$ cat src/rtl/dac_playback_streamer_if.sv
// FIFO read port and DAC sample output bundle of the playback streamer.
// The streamer is the master; the FIFO/DAC side is the slave.
interface dac_playback_streamer_if #(
    parameter int DATA_W  = 16,
    parameter int LEVEL_W = 11
);
    logic [2*DATA_W-1:0] fifo_dout;
    logic                fifo_empty;
    logic [LEVEL_W-1:0]  fifo_rd_count;
    logic                fifo_rd_en;
    logic [DATA_W-1:0]   dac_data_1;
    logic [DATA_W-1:0]   dac_data_2;
    logic                dac_valid;

    modport master (
        input  fifo_dout,
        input  fifo_empty,
        input  fifo_rd_count,
        output fifo_rd_en,
        output dac_data_1,
        output dac_data_2,
        output dac_valid
    );

    modport slave (
        output fifo_dout,
        output fifo_empty,
        output fifo_rd_count,
        input  fifo_rd_en,
        input  dac_data_1,
        input  dac_data_2,
        input  dac_valid
    );
endinterface

$ cat src/rtl/dac_playback_streamer.sv
// Host-to-DAC playback engine: waits for a FIFO prefill, then paces one 32-bit
// FIFO word per sample tick out as a byte-swapped DAC sample pair.
module dac_playback_streamer #(
    parameter int                DATA_W    = 16,
    parameter int                LEVEL_W   = 11,
    parameter int                PREFILL   = 256,
    parameter logic [DATA_W-1:0] IDLE_CODE = 16'h0000
) (
    input  logic                       clk,
    input  logic                       reset,
    input  logic                       start,
    input  logic                       stop,
    input  logic [15:0]                sample_div,
    dac_playback_streamer_if.master    bus,
    output logic                       busy,
    output logic                       underflow,
    output logic [31:0]                sample_count
);
    localparam logic [1:0] S_IDLE      = 2'd0;
    localparam logic [1:0] S_PREFILL   = 2'd1;
    localparam logic [1:0] S_RUN       = 2'd2;
    localparam logic [1:0] S_UNDERFLOW = 2'd3;

    localparam logic [LEVEL_W-1:0] PREFILL_LVL = LEVEL_W'(PREFILL);

    logic [1:0]        state_q,     state_d;
    logic [15:0]       div_q,       div_d;
    logic [15:0]       div_cnt_q,   div_cnt_d;
    logic              rd_pend_q,   rd_pend_d;
    logic [DATA_W-1:0] data1_q,     data1_d;
    logic [DATA_W-1:0] data2_q,     data2_d;
    logic              valid_q,     valid_d;
    logic              underflow_q, underflow_d;
    logic [31:0]       count_q,     count_d;

    logic tick;
    logic rd_en;
    logic arm;

    always_comb begin
        state_d     = state_q;
        div_d       = div_q;
        div_cnt_d   = div_cnt_q;
        underflow_d = underflow_q;
        count_d     = count_q;
        data1_d     = data1_q;
        data2_d     = data2_q;
        valid_d     = 1'b0;

        tick  = (state_q == S_RUN) && (div_cnt_q == '0);
        // No read is launched when it would be discarded by stop or reset anyway.
        rd_en = tick && !bus.fifo_empty && !stop && !reset;
        arm   = start && !stop && ((state_q == S_IDLE) || (state_q == S_UNDERFLOW));

        rd_pend_d = rd_en;

        case (state_q)
            S_IDLE, S_UNDERFLOW: begin
                if (arm) begin
                    state_d     = S_PREFILL;
                    div_d       = (sample_div == '0) ? 16'd1 : sample_div;
                    underflow_d = 1'b0;
                    count_d     = '0;
                end
            end
            S_PREFILL: begin
                if (bus.fifo_rd_count >= PREFILL_LVL) begin
                    state_d   = S_RUN;
                    div_cnt_d = '0;
                end
            end
            S_RUN: begin
                div_cnt_d = (div_cnt_q == div_q - 16'd1) ? '0 : div_cnt_q + 16'd1;
                if (tick && bus.fifo_empty) begin
                    state_d     = S_UNDERFLOW;
                    underflow_d = 1'b1;
                end
            end
            default: state_d = S_IDLE;
        endcase

        // A pending read still completes when RUN ends on underflow, so the last
        // pair is shown before the outputs fall back to the idle code.
        if (stop) begin
            state_d   = S_IDLE;
            rd_pend_d = 1'b0;
            data1_d   = IDLE_CODE;
            data2_d   = IDLE_CODE;
        end else if (rd_pend_q) begin
            data1_d = {bus.fifo_dout[7:0],   bus.fifo_dout[15:8]};
            data2_d = {bus.fifo_dout[23:16], bus.fifo_dout[31:24]};
            valid_d = 1'b1;
            count_d = count_q + 32'd1;
        end else if (state_d != S_RUN) begin
            data1_d = IDLE_CODE;
            data2_d = IDLE_CODE;
        end
    end

    always_ff @(posedge clk) begin
        if (reset) begin
            state_q     <= S_IDLE;
            div_q       <= 16'd1;
            div_cnt_q   <= '0;
            rd_pend_q   <= 1'b0;
            data1_q     <= IDLE_CODE;
            data2_q     <= IDLE_CODE;
            valid_q     <= 1'b0;
            underflow_q <= 1'b0;
            count_q     <= '0;
        end else begin
            state_q     <= state_d;
            div_q       <= div_d;
            div_cnt_q   <= div_cnt_d;
            rd_pend_q   <= rd_pend_d;
            data1_q     <= data1_d;
            data2_q     <= data2_d;
            valid_q     <= valid_d;
            underflow_q <= underflow_d;
            count_q     <= count_d;
        end
    end

    assign bus.fifo_rd_en = rd_en;
    assign bus.dac_data_1 = data1_q;
    assign bus.dac_data_2 = data2_q;
    assign bus.dac_valid  = valid_q;
    assign busy           = (state_q == S_PREFILL) || (state_q == S_RUN);
    assign underflow      = underflow_q;
    assign sample_count   = count_q;
endmodule

$ cat src/flat_wrapper.sv
// flat-port wrapper written by rule: the top's interface ports become plain ports
module dac_playback_streamer_flat 
#(
    parameter int                DATA_W    = 16,
    parameter int                LEVEL_W   = 11,
    parameter int                PREFILL   = 256,
    parameter logic [DATA_W-1:0] IDLE_CODE = 16'h0000
)
  (clk, reset, start, stop, sample_div, busy, underflow, sample_count, bus_fifo_dout, bus_fifo_empty, bus_fifo_rd_count, bus_fifo_rd_en, bus_dac_data_1, bus_dac_data_2, bus_dac_valid);
  dac_playback_streamer_if #(.DATA_W(DATA_W), .LEVEL_W(LEVEL_W)) bus_i ();
  input  logic clk;
  input  logic reset;
  input  logic start;
  input  logic stop;
  input  logic [15:0] sample_div;
  output logic busy;
  output logic underflow;
  output logic [31:0] sample_count;
  input wire logic [$bits(bus_i.fifo_dout)-1:0] bus_fifo_dout;
  input wire logic [$bits(bus_i.fifo_empty)-1:0] bus_fifo_empty;
  input wire logic [$bits(bus_i.fifo_rd_count)-1:0] bus_fifo_rd_count;
  output wire logic [$bits(bus_i.fifo_rd_en)-1:0] bus_fifo_rd_en;
  output wire logic [$bits(bus_i.dac_data_1)-1:0] bus_dac_data_1;
  output wire logic [$bits(bus_i.dac_data_2)-1:0] bus_dac_data_2;
  output wire logic [$bits(bus_i.dac_valid)-1:0] bus_dac_valid;
  assign bus_i.fifo_dout = bus_fifo_dout;
  assign bus_i.fifo_empty = bus_fifo_empty;
  assign bus_i.fifo_rd_count = bus_fifo_rd_count;
  assign bus_fifo_rd_en = bus_i.fifo_rd_en;
  assign bus_dac_data_1 = bus_i.dac_data_1;
  assign bus_dac_data_2 = bus_i.dac_data_2;
  assign bus_dac_valid = bus_i.dac_valid;
  dac_playback_streamer #(.DATA_W(DATA_W), .LEVEL_W(LEVEL_W), .PREFILL(PREFILL), .IDLE_CODE(IDLE_CODE)) u_core (.clk(clk), .reset(reset), .start(start), .stop(stop), .sample_div(sample_div), .bus(bus_i), .busy(busy), .underflow(underflow), .sample_count(sample_count));
endmodule
$ cat config.mk
export PLATFORM = sky130hd
export DESIGN_NAME = dac_playback_streamer_flat
export DESIGN_NICKNAME = d
export VERILOG_FILES = /design/src/rtl/dac_playback_streamer_if.sv /design/src/rtl/dac_playback_streamer.sv /design/src/flat_wrapper.sv
export SDC_FILE = /design/constraint.sdc
export NUM_CORES = 1
export LEC_CHECK = 0
export CAP_MARGIN = 10
export CORE_UTILIZATION = 54
export CTS_BUF_LIST = sky130_fd_sc_hd__clkbuf_8
export CTS_CLUSTER_DIAMETER = 100
export DETAILED_ROUTE_END_ITERATION = 10
export HOLD_SLACK_MARGIN = 0.1
export PLACE_DENSITY = 0.89
export SYNTH_ARGS = -nofsm -noshare
export SYNTH_HDL_FRONTEND = slang
export SYNTH_SLANG_ARGS = --single-unit
$ cat constraint.sdc
create_clock -name clk -period 8.86 [get_ports clk]
set_clock_uncertainty 0.1 [all_clocks]
set_input_delay 1.772 -clock clk [delete_from_list [all_inputs] [get_ports clk]]
set_output_delay 1.772 -clock clk [all_outputs]
set_load 0.01 [all_outputs]
-- Yosys cells after proc, flatten, opt, wreduce, memory -nomap -nowiden
Index checks and enable logic that the tools add are counted.
- input bits: 64
- register bits after elaboration: 101
- output and inout port bits: 68
- logic and storage cells: 63
- $add $sub $neg: 3
- reduce and logical (&&, ||, !) cells: 23
- eq/ne operators: 8
- magnitude comparators: 1
- multiplexer cells: 19
- operators with widths (operator ; number):
    32-bit two-way mux ; 4
    16-bit two-way mux ; 6
    32-bit by 1-bit adder with 32-bit output, second input constant ; 1
    16-bit logical NOT ; 2
    16-bit one-hot mux with 2 select lines ; 1
    16-bit by 1-bit adder with 16-bit output, second input constant ; 1
    16-bit == test ; 1
    16-bit by 1-bit subtractor with 16-bit output, second input constant ; 1
    11-bit by 9-bit >= comparator with 1-bit output, second input constant ; 1
    1-bit logical AND ; 7
    2-bit two-way mux ; 3
    2-bit one-hot mux with 3 select lines ; 1
    2-bit nonzero test ; 3
    2-bit == test, second input constant ; 2
    2-bit by 1-bit inequality test with 1-bit output, second input constant ; 2
    2-bit inequality test, second input constant ; 2
    2-bit AND reduction ; 2
    2-bit OR reduction ; 2
    1-bit logical NOT ; 3
    1-bit two-way mux ; 3
    3-bit AND reduction ; 1
    2-bit by 1-bit == test with 1-bit output, second input constant ; 1
    2-bit logical NOT ; 1
    1-bit logical OR ; 2
    1-bit one-hot mux with 2 select lines ; 1

-- Depth between registers and ports, before layout
- depth after elaboration: 8
- gate-level depth with buffers: 13
- depth with buffers taken out: 9

-- Least setup slack after synthesis
OpenSTA, ideal clock, no wires.
- kind: input port to output port
- start: input port reset
- end: output port bus_fifo_rd_en
- arrival time: 2316 ps
- path buffers: 1
- slack: 4672 ps
- stages: 2
- required time: 6988 ps
- path through: clkbuf_8 nor4_1
- longest elaborated chain between the ends: 2
- ends and longest elaborated chain (element ; line ; RTL):
    start: declaration ; flat_wrapper.sv:12 ; input logic reset;
    1-bit logical NOT ; dac_playback_streamer.sv:52 ; rd_en = tick && !bus.fifo_empty && !stop && !reset;
    1-bit logical AND ; dac_playback_streamer.sv:52 ;
    end: declaration ; flat_wrapper.sv:22 ; output wire logic [$bits(bus_i.fifo_rd_en)-1:0] bus_fifo_rd_en;
No other way between the ends.

-- Worst setup path after layout
Ends and elaborated chain as after synthesis.

==> impl_metrics.toml <==
[place]
gp_congestion = 0.855
post_dp_cell_area_um2 = 6030
dpl.hpwl_um = 9130
io_buffers = 123

[route]
drtAntennaViolNets = 0
drt-initial-drc-count = 168
drt-total-wl_um = 12500
avgViaCountPerCell = 5.87
routedWlPerCell_um = 16.3
highest_layer = "met4"
vias = 4493
dr_wl_met3_um = 869
route.met2.wl_um = 6130
route.detailed.drc = 0
drt-met1-wl_um = 5260
drt-pass1-iter-count = 6

[power]
power.share.clock = 0.337
combPwrFrac = 0.108
p_seq_frac = 0.555
p_sw_uw = 218
power_density_nw_per_um2 = 134
intPower_uw = 620
power.leakage_uw = 0.00225
ir_drop_mv = 0.0823
switching_share = 0.260

[setup_path]
reg2reg_to = "u_core.div_cnt_q[0]$_SDFFE_PP0P_"
reg2reg_slack_ns = 5.59
crit_required_ns = 6.99
crit_type = "in -> out"
worstRegToRegCells = 10
critPathMaxFanout = 33
start_kind = "input port"
end_kind = "output pin"
crit_arrival_ns = 3.33
timing.rr.start = "u_core.div_q[0]$_SDFFE_PP1P_"

[sta]
final-setup-viol-count = 0
min_period_ns = 5.20
max_freq_mhz = 192
period_share = 0.587
maxSlewHeadroom = 0.339
rsz0062_at_grt = "false"
setup_tns_ns = 0
finalHoldViolCount = 0
finalMaxSlewViolations = 0
tightest_slew_ns = 0.989
fin_hold_ws_ns = 0.384

[logic_synthesis]
yosysSeqAreaShare = 0.421
synth-main-ff-cell = "dfxtp_1"
synth_edf_count = 0
yosys_warnings = 0
syn_inst = 546
synth_top_area_share = 0.421
avgSynthCellArea_um2 = 8.79
synth.area.top_cells = "dfxtp_1 42%, a22o_1 7.5%, nand2_1 4.5%, xor2_1 4.0%, nor2_1 3.8%"
synth.net_count = 616
synth_area_um2 = 4800
async_reset_ff_frac = 0
synth.largest_area_cell = "dfxtp_1"
ys_ff_latch = 101
synth.distinct_cells = 68

[cts]
clk-insertion-delay-late_ns = 0.37
clock-sinks = 101
hold_buffers = 0
cts_resized = 0
clock_path_buffers = 2
clockRootBuffer = "clkbuf_8"
cts_tree = "yes"
cts.htree.levels = 3
cts_buffers = 9
postCtsSetupRepairBufs = 0
clkTransAtPathRegs_ns = 0.10

[layout]
drive_gt1_frac = 0.0714
area_delta_synth_final_pct = 29.7
fin_nets = 723
num_antenna_cells = 0
fillers = 654
regArea_um2 = 2020
final_area_um2 = 6230
multiInputGateArea_um2 = 2550

[global_routing]
grt_usage = 0.271
grt.overflow.total = 0
grt_pass1_wl_um = 19400
grt_pass1_vias = 4219
grt_max_degree = 34
grt_antenna_before_repair = 0

[floorplan]
pin_count = 132
die_width_um = 96.3
die_y_um = 96.3
core.rowCount = 34
dieArea_um2 = 9270
core-area_um2 = 8680
initial_core_util = 0.553

[flow_run]
max-cap-violations = 0

[min_path]
hold_start = "u_core.bus.dac_data_1[3]$_SDFFE_PP0P_"
holdCritPathClass = "reg -> reg"
timing.hold.worst_endpoint = "u_core.bus.dac_data_1[3]$_SDFFE_PP0P_"
whs_path_depth = 1

[status]
outcome = "complete, no violations"
kinds of logic after synthesis:
| family | synth area share |
|---|---|
| compound gates | 0.215 |
| xor+xnor | 0.0602 |
| fa+ha+maj | 0.0156 |
| buf+inv | 0.0508 |
| flops | 0.421 |
| mux | 0.00886 |
| simple gates | 0.228 |
placed cells by master, fill, tap and decap left out, types with 6 or more instances in the layout:
master	instances
a21o_2	8
xnor2_1	11
a21oi_1	31
inv_1	14
and3_1	6
nor3_1	8
nand2_1	58
clkbuf_8	10
nand2b_1	7
nor4_1	16
or3_1	8
o21ai_0	10
ha_1	6
dfxtp_1	101
nand4_1	12
clkdlybuf4s50_1	123
xor2_1	22
nand3_1	19
a22o_1	41
nor2_1	47
a31oi_1	11
layer usage:
layer	up-vias	track usage
li1	2205	-
met1	2129	0.313
met2	142	0.466
met3	17	0.0853
met4	0	0.102
met5	-	0
power groups by stage:
stage	clock (uW)	combinational (uW)	sequential, uW
2_1_floorplan	0	53.4	472
3_3_place_gp	0	85.6	475
3_5_place_dp	0	88.5	475
4_1_cts	289	89.0	465
5_1_grt	306	98.2	466
6_report	282	90.2	465
synthesized netlist by cell type (all sizes together), types with 9 or more instances:
| cell type | count |
|---|---|
| nand3 | 19 |
| a21oi | 31 |
| xor2 | 22 |
| inv | 14 |
| nand4 | 12 |
| xnor2 | 11 |
| nor4 | 16 |
| a21o | 9 |
| a22o | 41 |
| o21ai | 12 |
| a31oi | 11 |
| clkbuf | 25 |
| nor2 | 48 |
| nand2 | 59 |
| dfxtp | 101 |
state kept, by name, indices dropped and copies added, names as in the netlist:
register and cells:
u_core.sample_count 32, u_core.bus.dac_data_1 16, u_core.bus.dac_data_2 16, u_core.div_cnt_q 16, u_core.div_q 16, u_core.state_q 2, u_core.bus.dac_valid 1, u_core.rd_pend_q 1
u_core.underflow 1
critical path: stages:
cell and delay (ns):
clkdlybuf4s50_1 0.39, buf_4 0.24, nor4_1 0.31, clkdlybuf4s50_1 0.60
worst max path at each step:
stage               startpoint             end  slack [ns]  cells past startpoint
floorplan                reset  bus_fifo_rd_en        4.67                      2
global placement         reset  bus_fifo_rd_en        3.73                      4
detailed placement       reset  bus_fifo_rd_en        3.66                      4
CTS                      reset  bus_fifo_rd_en        3.65                      4
global route             reset  bus_fifo_rd_en        3.56                      4
finish                   reset  bus_fifo_rd_en        3.66                      4
final cells by class:
type,count,share of cell area
multi-input combinational,398,0.409
sequential,101,0.325
timing repair buffer,129,0.206
clock buffer,10,0.0221
tap,108,0.0217
inverter,14,0.00844
clock inverter,6,0.00824
stage by stage:
step | cells | utilization | setup WS (ns) | power (uW)
6_report | 766 | 0.718 | 3.66 | 837
5_1_grt | 766 | 0.718 | 3.56 | 870
4_1_cts | 765 | 0.716 | 3.65 | 843
3_5_place_dp | 749 | 0.694 | 3.66 | 564
3_3_place_gp | 749 | 0.694 | 3.73 | 560
2_1_floorplan | 546 | - | 4.67 | 525
Note: power is estimated with default switching activity, not from simulation.
==> RTL edit (config.mk and constraints unchanged) <==
Reset style: asynchronous (`reset`), changed in one clocked block.
--- a/src/rtl/dac_playback_streamer.sv
+++ b/src/rtl/dac_playback_streamer.sv
@@ -97,7 +97,7 @@
         end
     end
 
-    always_ff @(posedge clk) begin
+    always_ff @(posedge clk or posedge reset) begin
         if (reset) begin
             state_q     <= S_IDLE;
             div_q       <= 16'd1;
Check against the original RTL: differs if reset is asserted again (counterexample within 4 cycles, from zero or initial values and one cycle with reset high); with reset held inactive, the same outputs for 10 cycles.
==> RTL edit against the original RTL <==
- cell area increased by 5.9%
- sequential share of layout area increased by 5.9 points
- via count increased by 0.20%
- synthesized area increased by 6.3%
- core utilization about the same
- setup slack got worse by 0.078 ns
- routed wire length increased by 3.8%
- sequential cell count unchanged
- cell count decreased by 4.3%
- fmax decreased by 1.5%
- critical path type unchanged
- critical endpoint unchanged
- largest cell class is now sequential cells
Power is not compared: it rests on default switching activity, and its combinational part moved more than twofold at a synthesized area within 25%.
==> RTL edit: results (changes against the original RTL) <==
Logic synthesis
  – Post-synthesis compound-gate area fraction: 0.161 (-0.0540)
  – Async set-reset flop share out of synthesis: 1.00 (+1.00)
  – Cells taking the most area after synthesis: dfrtp_1 49%, a22o_1 5.5%, nand3_1 3.9%
  – Seq/Total Area, Yosys: 0.495 (+0.0743)
  – Xor and xnor area share after synthesis: 0.0309 (-0.0293)
  – Post-synthesis adder-cell area fraction: 0.0172 (+0.00152)
  – Mapped Nets: 578 (-6.2%)
  – Post-synth cell types: 54 (-21%)
  – Mapped Avg Cell Area: 10.1 um2 (+14%)
  – Post-synth top cells: 100 x dfrtp_1, 45 x nand2_1, 40 x nand3_1
  – Synth warnings: 0 (unchanged)
  – Multiplexer share of the synthesized area: 0.0527 (+0.0438)

Global route
  – First-pass GRT wire length: 21600 um (+11%)
  – Pin count of the biggest net entering global routing: 52 (+53%)
  – Number of global-route vias before repair: 4444 (+5.3%)
  – Initial antenna violation count: 0 (unchanged)
  – GRT Total Usage: 0.275 (+0.00474)

Power and ir drop
  – Maximum vdd ir drop: between 70 and 80 uV
  – P_leak: about 2.8 nW

Cells and area
  – Ant. Diodes: 0 (unchanged)
  – Layout cells sized above 1: 0.0707 (-0.000689)
  – Largest register FFs: 32 (unchanged)
  – Layout Nets: 688 (-4.8%)

Run status
  – Outcome: finished clean

Route
  – Iter 0 DRT Violations: 377 (+120%)
  – WL/cell: 17.7 um (+8.5%)
  – TritonRoute pass-1 iters: 5 (-1)
  – Via Count: 4502 (+0.20%)
  – Vias per cell: 6.14 (+4.7%)
  – # DRC: 0 (unchanged)

CTS
  – CTS Buf Count: 9 (unchanged)
  – # resized after CTS: 0 (unchanged)
  – Total setup buffers inserted after CTS: 0 (unchanged)
  – Clock Path Buffers: 2 (unchanged)
  – Root Buffer: clkbuf_8
  – Worst-skew pair later-pin latency: ~0.38 ns
  – H-tree depth: 3 (unchanged)

Placed design
  – Post-place setup slack: 3.58 ns (-0.0843 ns)
  – HPWL Detailed: 9210 um (+0.91%)
  – Placed cell areas: 6390 um2 (+6.0%)
  – PortBufs: 123 (unchanged)
  – Routability cong.: 0.880 (+3.0%)
  – Placed insts: 717 (-4.3%)

Critical path
  – Largest stage delay, worst path: 0.67 ns (+0.07 ns)
  – Worst Path Arrival: 3.40 ns (+0.07 ns)
  – CP top delay family: buffers and inverters
  – Max FO, Critical Path: 16 (-52%)

STA
  – # setup viols final: 0 (unchanged)
  – Worst relative slew slack: 0.218 (-0.121)
  – Final slew viol count: 0 (unchanged)

Min path
  – Hold WC Path Type: reg2reg
[RTL edit: area by class of cell]
| class | instances | area (um2) |
|---|---|---|
| clock buffer | 9 | 124 |
| tap | 111 | 139 |
| timing repair buffer | 127 | 1260 |
| sequential | 101 | 2530 |
| multi-input combinational | 365 | 2410 |
| inverter | 13 | 51.3 |
| clock inverter | 7 | 86.3 |
| fill | 643 | 2600 |
[RTL edit: worst paths after layout]
check / from / end / depth (start not counted) / slack (ns)
max reg2reg: u_core.div_q[0] / u_core.div_cnt_q[6] / 9 / 4.99
min reg2reg: u_core.sample_count[31] / u_core.sample_count[31] / 1 / 0.38
min in group asynchronous: reset / u_core.rd_pend_q / 2 / 1.83
max: stop / bus_fifo_rd_en / 3 / 3.59
max in group asynchronous: reset / u_core.sample_count[28] / 3 / 5.77
min: u_core.sample_count[31] / u_core.sample_count[31] / 1 / 0.38
[RTL edit: per-layer routing]
layer | vias up | GRT usage | share of wire
met5 | - | 0 | 0
met4 | 0 | 0.0928 | 0.019
met3 | 26 | 0.0689 | 0.065
met2 | 187 | 0.437 | 0.48
met1 | 2180 | 0.372 | 0.44
li1 | 2109 | - | -
[RTL edit: power breakdown]
part           switching (mW)  internal [mW]  total, mW
Clock                   0.184          0.115      0.299
Sequential             0.0614          0.501      0.562
Combinational           0.153          0.137      0.289
Total                   0.398          0.752       1.15
[RTL edit: cell families (layout without fill, tap and decap cells)]
group	Yosys count	after routing
and+or+nand+nor	201	201
AOI/OAI and AO/OA	114	114
DFF	101	101
buffers and inverters	41	156
muxes	25	25
xor gates and xnor gates	18	18
adders and majority gates	7	7
